`config.mk`:
```
export PLATFORM = sky130hd
export DESIGN_NAME = camera_capture
export DESIGN_NICKNAME = d
export VERILOG_FILES = /design/src/rtl/camera_capture_pkg.sv /design/src/rtl/camera_capture_byte_pair.sv /design/src/rtl/camera_capture.sv
export SDC_FILE = /design/constraint.sdc
export NUM_CORES = 1
export LEC_CHECK = 0
export ABC_AREA = 1
export CAP_MARGIN = 40
export CORE_MARGIN = 2
export CORE_UTILIZATION = 57
export DETAILED_ROUTE_END_ITERATION = 7
export GPL_TIMING_DRIVEN = 1
export HOLD_SLACK_MARGIN = 0.1
export PLACE_DENSITY_LB_ADDON = 0.3
export SYNTH_ARGS = -nofsm -noshare
export SYNTH_HDL_FRONTEND = slang
export SYNTH_SLANG_ARGS = --single-unit
export TNS_END_PERCENT = 50
```
`constraint.sdc`:
```
create_clock -name pixel_clock_in -period 6.16 [get_ports pixel_clock_in]
set_input_delay 0.924 -clock pixel_clock_in [delete_from_list [all_inputs] [get_ports pixel_clock_in]]
set_output_delay 0.924 -clock pixel_clock_in [all_outputs]
set_load 0.02 [all_outputs]
```
`src/rtl/camera_capture_pkg.sv`:
```
// camera_capture_pkg: constants and types shared by the camera capture path.
//   CAMERA_WIDTH / CAMERA_HEIGHT : default frame geometry (pixels / lines)
//   cap_state_t                  : capture FSM states
//   RGB565_* field positions     : layout of the assembled 16-bit pixel
package camera_capture_pkg;

    localparam int CAMERA_WIDTH  = 320;
    localparam int CAMERA_HEIGHT = 240;

    // RGB565: first camera byte lands in [15:8], second in [7:0]
    localparam int RGB565_R_MSB = 15;
    localparam int RGB565_R_LSB = 11;
    localparam int RGB565_G_MSB = 10;
    localparam int RGB565_G_LSB = 5;
    localparam int RGB565_B_MSB = 4;
    localparam int RGB565_B_LSB = 0;

    typedef enum logic [1:0] {
        S_SYNC   = 2'd0,
        S_VBLANK = 2'd1,
        S_FRAME  = 2'd2,
        S_LINE   = 2'd3
    } cap_state_t;

endpackage

```
`src/rtl/camera_capture_byte_pair.sv`:
```
// camera_byte_pair: joins two consecutive camera bytes into one RGB565 word.
//   pixel_clock_in : camera pixel clock (rising edge)
//   rst_in         : asynchronous active-high reset
//   byte_en        : data_in holds a line-active byte this cycle
//   phase_clear    : drop any half-assembled pixel (line/frame boundary)
//   data_in        : camera byte bus
//   phase          : 1 when the high byte is held and the low byte is awaited
//   pair_word      : {held high byte, data_in}; meaningful when pair_strobe
//   pair_strobe    : the current byte completes a pixel
module camera_byte_pair
    import camera_capture_pkg::*;
(
    input  logic        pixel_clock_in,
    input  logic        rst_in,
    input  logic        byte_en,
    input  logic        phase_clear,
    input  logic [7:0]  data_in,
    output logic        phase,
    output logic [15:0] pair_word,
    output logic        pair_strobe
);

    logic       phase_r;
    logic [7:0] hi_r;

    // Byte phase tracking and high-byte latch
    always_ff @(posedge pixel_clock_in or posedge rst_in) begin
        if (rst_in) begin
            phase_r <= 1'b0;
            hi_r    <= 8'h00;
        end else if (phase_clear) begin
            phase_r <= 1'b0;
        end else if (byte_en) begin
            if (!phase_r) begin
                hi_r <= data_in;
            end
            phase_r <= ~phase_r;
        end
    end

    // The low byte is taken straight from the bus; the top registers the word
    assign phase       = phase_r;
    assign pair_word   = {hi_r, data_in};
    assign pair_strobe = byte_en & phase_r;

endmodule

```
`src/rtl/camera_capture.sv`:
```
// camera_capture: converts the raw camera bus into tagged RGB565 pixels.
//   pixel_clock_in : camera pixel clock, all logic on rising edge
//   rst_in         : asynchronous active-high reset
//   vsync_in       : high = vertical blanking
//   href_in        : high = line-active byte on data_in
//   data_in        : camera byte bus
//   frame_x_count  : column of the presented pixel (0 during blanking)
//   frame_y_count  : row of the presented pixel (0 during blanking)
//   pixel_data     : RGB565 pixel, first byte [15:8]
//   pixel_valid    : one-cycle strobe per accepted pixel
//   frame_done     : one-cycle pulse when a captured frame ends
//   line_error     : sticky, a line this frame had an odd byte count
//   overflow       : sticky, pixels/lines beyond the frame limits were dropped
module camera_capture
    import camera_capture_pkg::*;
#(
    parameter int FRAME_WIDTH  = CAMERA_WIDTH,
    parameter int FRAME_HEIGHT = CAMERA_HEIGHT
) (
    input  logic        pixel_clock_in,
    input  logic        rst_in,
    input  logic        vsync_in,
    input  logic        href_in,
    input  logic [7:0]  data_in,
    output logic [9:0]  frame_x_count,
    output logic [8:0]  frame_y_count,
    output logic [15:0] pixel_data,
    output logic        pixel_valid,
    output logic        frame_done,
    output logic        line_error,
    output logic        overflow
);

    localparam logic [9:0] X_LIMIT = 10'(FRAME_WIDTH);
    localparam logic [8:0] Y_LIMIT = 9'(FRAME_HEIGHT);

    cap_state_t  state_r, state_next_s;

    logic        byte_en_s, line_end_s, frame_end_s, in_blank_s, flags_clear_s;
    logic        phase_clear_s, odd_drop_s, accept_s, reject_s, zero_counts_s;
    logic        phase_s, pair_strobe_s;
    logic [15:0] pair_word_s;

    logic [9:0]  x_next_r;
    logic [8:0]  y_r;
    logic        line_has_pix_r, frame_has_pix_r;

    logic [9:0]  frame_x_r;
    logic [8:0]  frame_y_r;
    logic [15:0] pixel_data_r;
    logic        pixel_valid_r, frame_done_r, line_error_r, overflow_r;

    // FSM state register
    always_ff @(posedge pixel_clock_in or posedge rst_in) begin
        if (rst_in) begin
            state_r <= S_SYNC;
        end else begin
            state_r <= state_next_s;
        end
    end

    // FSM next-state logic; vsync always wins over href
    always_comb begin
        state_next_s = state_r;
        case (state_r)
            S_SYNC:   state_next_s = vsync_in ? S_VBLANK : S_SYNC;
            S_VBLANK: state_next_s = vsync_in ? S_VBLANK : S_FRAME;
            S_FRAME:  state_next_s = vsync_in ? S_VBLANK : (href_in ? S_LINE : S_FRAME);
            S_LINE:   state_next_s = vsync_in ? S_VBLANK : (href_in ? S_LINE : S_FRAME);
            default:  state_next_s = S_SYNC;
        endcase
    end

    // FSM output decode: per-cycle control strobes for the datapath
    always_comb begin
        byte_en_s     = 1'b0;
        line_end_s    = 1'b0;
        frame_end_s   = 1'b0;
        in_blank_s    = 1'b0;
        flags_clear_s = 1'b0;
        case (state_r)
            S_SYNC: begin
                in_blank_s = 1'b1;
            end
            S_VBLANK: begin
                in_blank_s    = 1'b1;
                flags_clear_s = ~vsync_in;
            end
            S_FRAME: begin
                if (vsync_in) begin
                    frame_end_s = 1'b1;
                end else begin
                    byte_en_s = href_in;
                end
            end
            S_LINE: begin
                // vsync rising mid-line ends line and frame together
                if (vsync_in) begin
                    frame_end_s = 1'b1;
                end else if (href_in) begin
                    byte_en_s = 1'b1;
                end else begin
                    line_end_s = 1'b1;
                end
            end
            default: begin
                in_blank_s = 1'b1;
            end
        endcase
    end

    assign phase_clear_s = in_blank_s | line_end_s | frame_end_s;
    assign odd_drop_s    = (line_end_s | frame_end_s) & phase_s;
    assign accept_s      = pair_strobe_s & (x_next_r < X_LIMIT) & (y_r < Y_LIMIT);
    assign reject_s      = pair_strobe_s & ~accept_s;
    assign zero_counts_s = in_blank_s | frame_end_s;

    camera_byte_pair u_byte_pair (
        .pixel_clock_in (pixel_clock_in),
        .rst_in         (rst_in),
        .byte_en        (byte_en_s),
        .phase_clear    (phase_clear_s),
        .data_in        (data_in),
        .phase          (phase_s),
        .pair_word      (pair_word_s),
        .pair_strobe    (pair_strobe_s)
    );

    // Internal position counters; y advances only after a line that produced a pixel
    always_ff @(posedge pixel_clock_in or posedge rst_in) begin
        if (rst_in) begin
            x_next_r        <= 10'd0;
            y_r             <= 9'd0;
            line_has_pix_r  <= 1'b0;
            frame_has_pix_r <= 1'b0;
        end else if (in_blank_s) begin
            x_next_r        <= 10'd0;
            y_r             <= 9'd0;
            line_has_pix_r  <= 1'b0;
            frame_has_pix_r <= 1'b0;
        end else if (accept_s) begin
            x_next_r        <= x_next_r + 10'd1;
            line_has_pix_r  <= 1'b1;
            frame_has_pix_r <= 1'b1;
        end else if (line_end_s) begin
            x_next_r       <= 10'd0;
            line_has_pix_r <= 1'b0;
            if (line_has_pix_r) begin
                y_r <= y_r + 9'd1;
            end
        end
    end

    // Presented pixel, its coordinates and the strobes
    always_ff @(posedge pixel_clock_in or posedge rst_in) begin
        if (rst_in) begin
            pixel_valid_r <= 1'b0;
            pixel_data_r  <= 16'h0000;
            frame_x_r     <= 10'd0;
            frame_y_r     <= 9'd0;
            frame_done_r  <= 1'b0;
        end else begin
            pixel_valid_r <= accept_s;
            // an empty frame (no lines, no pixels) is not reported
            frame_done_r  <= frame_end_s & ((y_r != 9'd0) | frame_has_pix_r);
            if (accept_s) begin
                pixel_data_r <= pair_word_s;
                frame_x_r    <= x_next_r;
                frame_y_r    <= y_r;
            end else if (zero_counts_s) begin
                frame_x_r <= 10'd0;
                frame_y_r <= 9'd0;
            end
        end
    end

    // Sticky per-frame error flags, held through frame_done, cleared at vsync fall
    always_ff @(posedge pixel_clock_in or posedge rst_in) begin
        if (rst_in) begin
            line_error_r <= 1'b0;
            overflow_r   <= 1'b0;
        end else if (flags_clear_s) begin
            line_error_r <= 1'b0;
            overflow_r   <= 1'b0;
        end else begin
            if (odd_drop_s) begin
                line_error_r <= 1'b1;
            end
            if (reject_s) begin
                overflow_r <= 1'b1;
            end
        end
    end

    assign frame_x_count = frame_x_r;
    assign frame_y_count = frame_y_r;
    assign pixel_data    = pixel_data_r;
    assign pixel_valid   = pixel_valid_r;
    assign frame_done    = frame_done_r;
    assign line_error    = line_error_r;
    assign overflow      = overflow_r;

endmodule

```
; Word level (Yosys, flattened, before mapping)
; Index checks and enable logic that the tools add are counted.
[word_totals]
ff_bits = 71
input_bits = 12
output_inout_bits = 39
wordCells = 89
[classes]
add_sub_neg = 2
n_lt_le_gt_ge = 2
eq_ne = 4
mux = 38
n_bitwise = 15
n_reduce_logical = 14
[op_table]
columns = operator, n
row1 = $mux 9, 6
row2 = $mux 10, 5
row3 = $mux 1, 23
row4 = $reduce_bool 2->1, 7
row5 = $add 10x1->10 const B, 1
row6 = $lt 10x9->1 const B, 1
row7 = $add 9x1->9 const B, 1
row8 = $lt 9x8->1 const B, 1
row9 = $reduce_bool 9->1, 1
row10 = $and 1x1->1, 6
row11 = $pmux 2 s3, 1
row12 = $reduce_and 3->1, 2
row13 = $or 1x1->1, 5
row14 = $eq 2x2->1 const B, 2
row15 = $mux 2, 2
row16 = $not 1->1, 4
row17 = $reduce_or 2->1, 2
row18 = $reduce_bool 3->1, 1
row19 = $eq 2x1->1 const B, 1
row20 = $logic_not 2->1, 1
row21 = $ne 2x2->1 const B, 1
row22 = $pmux 1 s2, 1

; Longest topological paths before layout
[logic_depth]
ltp_word = 10
depth_mapped = 9
mapped_depth_nobuf = 8

; Modules after synthesis
; Synthesis repeated with hierarchy kept, for this count alone.
[unflattened]
hier_cells = 381
hier_area_um2 = 3299.4
[by_module_without_submodules]
columns = mod, instances, cells_each, area_per_inst_um2, seq_area_each_um2
row1 = camera_capture, 1, 332, 2855.2, 1551.5
row2 = camera_byte_pair, 1, 49, 444.2, 225.2

; Worst setup path before layout
; Ideal clock, no wire load.
[synth_path]
path_kind = input port to flip-flop
from = input port vsync_in
to = register pixel_data_r[2], in the netlist pixel_data[2]
t_arrival_ns = 1.614
required_ns = 6.039
path_slack_ns = 4.426
path_stages = 7
n_path_buf = 1
path_cell_list = inv_2 nand4_2 nor2_4 nand2_8 buf_4 nand2_1 o21ai_1
[synth_between]
elab_chain_len = 5
elab_cells_between_ends = 6
cone_classes = mux: 3 / bitwise: 3
[synth_rtl]
columns = item, line_no
row1 = from (decl), camera_capture.sv:22  ; input logic vsync_in,
row2 = $mux 1 (on tied branches), "camera_capture.sv:98, camera_capture.sv:90"
row3 = $pmux 1 s2 (*), camera_capture.sv:81  ; case (state_r)
row4 = $and 1x1->1 (*), camera_capture_byte_pair.sv:44  ; assign pair_strobe = byte_en & phase_r;
row5 = $and 1x1->1 (*) (2 in series), camera_capture.sv:114  ; assign accept_s = pair_strobe_s & (x_next_r < X_LIMIT) & (y_r < Y_LIMIT);
row6 = to (signal assigned), camera_capture.sv:167  ; pixel_data_r <= pair_word_s;
row7 = to (decl), camera_capture.sv:50  ; logic [15:0] pixel_data_r;
; Mark *: on every way between the ends. The rest lies on a longest branch, timed or not.
; A chain may end at the register's enable or synchronous reset.

; Final worst setup path
[layout_path]
from = input port vsync_in
to = register frame_x_r[2], in the netlist frame_x_count[2]
[layout_between]
elab_chain_len = 6
elab_cells_between_ends = 11
cone_classes = mux: 6 / bitwise: 4 / reduce/logical: 1
[layout_rtl]
columns = item, line_no
row1 = $mux 1 (on tied branches), "camera_capture.sv:98, camera_capture.sv:90"
row2 = $pmux 1 s2, camera_capture.sv:81
row3 = $and 1x1->1, camera_capture_byte_pair.sv:44
row4 = $and 1x1->1 (2 in series), camera_capture.sv:114
row5 = $mux 10 / $reduce_bool 2->1 (equally long branches), n/a
row6 = to (signal assigned), camera_capture.sv:168  ; frame_x_r <= x_next_r;
row7 = to (decl), camera_capture.sv:48  ; logic [9:0] frame_x_r;
; Parallel ways exist; a longest one is shown, timed or not.

==> flow_summary.yaml <==
critical_path:
  cp.required_ps: 6430
  slowest_stage: "clkdlybuf4s50_1"
  cp-start-kind: "input pin"
  critPathMaxStageDelay_ps: 520
  crit_chain: "clkdlybuf4s50_1 -> inv_2 -> nand4_2 -> nor2_4 -> nand2_8 -> inv_4 -> nand2_1 -> nand2_1"
  path_delay_family: "buffers and inverters"
  reg2reg_to: "frame_x_count[2]"
  critPathKind: "input pin to flop"
  end_kind: "flop"
  cp_common_cell: "nand2_1"
  critical_path_buf_inv_count: 3
  arrival_ps: 2680
  timing.rr.start: "state_r[1]"
  reg2regPathDepth: 6
  cp_max_fo: 55
  r2r_slack_ps: 4190
yosys:
  yosys-top-cells-area: "dfrtp_1 (55%), nand2_1 (18%), nand3_1 (5.0%)"
  synthesis.nets: 405
  synth_fa_ha_area_frac: 0.0117
  ys.flop_type: "dfrtp_1"
  synth_top_family_by_area: "simple AND/OR/NAND/NOR gates"
  syn_inst: 390
  ys_ff_latch: 71
  netlist_area_sq_um: 3220
  synthArstFlopShare: 1.00
  synth.largest_area_cell: "dfrtp_1"
  synth.avg_cell_area_sq_um: 8.26
  synth-simple-area-share: 0.304
  muxShareOfSynthArea: 0
  netlist_top_cells_count: "nand2_1 (156), dfrtp_1 (71), inv_1 (37), nand3_1 (32), nor2_1 (25)"
  synth_xor_area_frac: 0.00272
  ys_seq_area_frac: 0.552
  synth-compound-area-share: 0.0524
  synth_most_common_cell: "nand2_1"
  synth_cell_type_count: 28
  synth_top_area_frac: 0.552
  yosysWarnings: 0
  synth-edff-count: 0
floorplan:
  start_util: 0.588
  die-height_um: 79.2
  dieArea_sq_um: 6270
  rows: 27
  die_w_um: 79.2
  io_pins: 51
  coreArea_sq_um: 5470
routing:
  wire_per_inst_um: 11.9
  vias_per_cell: 5.05
  drtIter0Drc: 194
  dr_wl_met3_um: 309
  wl_um: 6170
  met2_length_um: 2880
  drcViolationCount: 0
  final_antenna_net_count: 0
  dr.pass1.iters: 4
  vias: 2610
  wl_met1_um: 2850
  highest-signal-layer: "met4"
cts:
  cts_resized: 0
  clkSinkCount: 71
  cts_hold_buf: 0
  cts_root_buffer: "clkbuf_8"
  cts_setup_buffers: 0
  clkLatencyLatePin_ps: 340
  cts_buffers: 9
  clk_pin_slew_ps: 70
  htreeDepth: 3
  cts_tree: "yes"
  cts.path.max_buffers: 2
sta:
  timing.hold.ws_ps: 476
  hold_viol: 0
  fin_worst_skew_ps: 9.29
  finalMaxSlewViolations: 0
  rsz0062_at_grt: "no"
  setup_viol: 0
  tightestPinTransition_ps: 737
  min_period_ps: 2410
  fmax_ghz: 0.416
  period_share: 0.391
  final.setup.tns_ps: 0
  slew_headroom: 0.508
job:
  max_cap_violations: 0
placement:
  place_inst: 502
  dpl_cell_area_sq_um: 3750
  gp_congestion: 0.840
  dp_hpwl_um: 4200
  io_buffers: 50
grt:
  grt_overflow: 0
  grt_usage: 0.221
  antenna_found_initial: 0
  grt_pass1_wl_um: 10600
  grt_pass1_vias: 2370
  grt_max_degree: 60
finish:
  layout.nets: 456
  n_antenna_cell: 0
  fin_cells: 517
  syn2layout_area_growth_pct: 21.4
  fin_area_sq_um: 3910
  layout-drive-gt1-share: 0.0539
pwr:
  irDropWorstVdd_mv: 0.183
  power_density_nw_per_um2: 245
  p_total_mw: 0.958
  p_leak_nw: 2.00
outcome:
  status: "completed"
hold_path:
  min_from: "u_byte_pair.hi_r[0]"
  holdPathEnd: "pixel_data[8]"
  hp-class: "flop to flop"
  hold_depth: 2
final cells by class:
| cell class | count | area (sq um) |
|---|---|---|
| Fill cell | 453 | 1560 |
| Tap cell | 72 | 90.1 |
| Timing Repair Buffer | 53 | 543 |
| Inverter | 39 | 149 |
| Sequential cell | 71 | 1780 |
| Clock buffer | 14 | 153 |
| Clock inverter | 1 | 5.00 |
| Multi-Input combinational cell | 267 | 1190 |
stage by stage:
stage          setup slack [ps]   util
5_1_grt                    3610  0.714
3_3_place_gp               3470  0.679
6_report                   3750  0.714
2_1_floorplan              3440      -
4_1_cts                    3740  0.714
3_5_place_dp               3380  0.686
sequential cells by signal (all words and copies together), names as in the netlist:
name               flops
line_error             1
line_has_pix_r         1
overflow               1
frame_y_count          9
state_r                2
frame_done             1
pixel_valid            1
u_byte_pair.phase      1
y_r                    9
frame_has_pix_r        1
x_next_r              10
pixel_data            16
u_byte_pair.hi_r       8
frame_x_count         10
power by group:
part	internal (mW)	switching, mW
clock network	0.155	0.157
registers	0.498	0.0218
logic	0.0570	0.0692
total	0.710	0.248
cells by family (layout without fill, tap and decap cells):
group | Yosys count | in the layout
AO/OA/AOI/OAI | 32 | 32
XOR/XNOR | 1 | 1
adder cells (fa/ha/maj) | 3 | 3
buffers and inverters | 52 | 107
flip-flops | 71 | 71
AND/OR/NAND/NOR | 231 | 231
cell usage in the layout, fill, tap and decap left out:
cell type          n
inv_2              2
dfrtp_1           71
nor2_2             3
nand3_1           32
nor2_4             1
nor2_1            25
a21oi_1            7
buf_16             1
buf_4              2
nand2_8            1
o21bai_1           2
clkdlybuf4s50_1   50
o21ai_1            8
and2_1             1
ha_1               3
inv_1             36
nand2_2            1
nand4_2            1
clkbuf_8          10
xor2_1             1
o21ai_0           14
inv_4              1
nor3_1             2
clkbuf_1           4
nand3b_1           3
a41oi_1            1
nand4_1            5
nand2_1          156
clkinv_2           1
tightest hold or removal path, cell delays in order, from the launching register on:
cell,delay (ps)
dfrtp_1,350
nand2_1,50
nand2_1,40
metal layers:
layer  vias up  global-route usage
met5         -                   0
met4         0               0.112
met3         9              0.0398
met2        73               0.347
met1      1206               0.296
li1       1322                   -
how the worst max path moves through the flow:
stage / startpoint / endpoint / slack [ps] / cells after the start
6_report: vsync_in / frame_x_count[2] / 3750 / 8
5_1_grt: vsync_in / frame_x_count[1] / 3610 / 8
4_1_cts: vsync_in / frame_x_count[2] / 3740 / 8
3_5_place_dp: vsync_in / frame_x_count[2] / 3380 / 8
3_3_place_gp: vsync_in / frame_x_count[5] / 3470 / 8
2_1_floorplan: rst_in / frame_done / 3440 / 1
No activity file was read; power rests on OpenSTA's default activity.
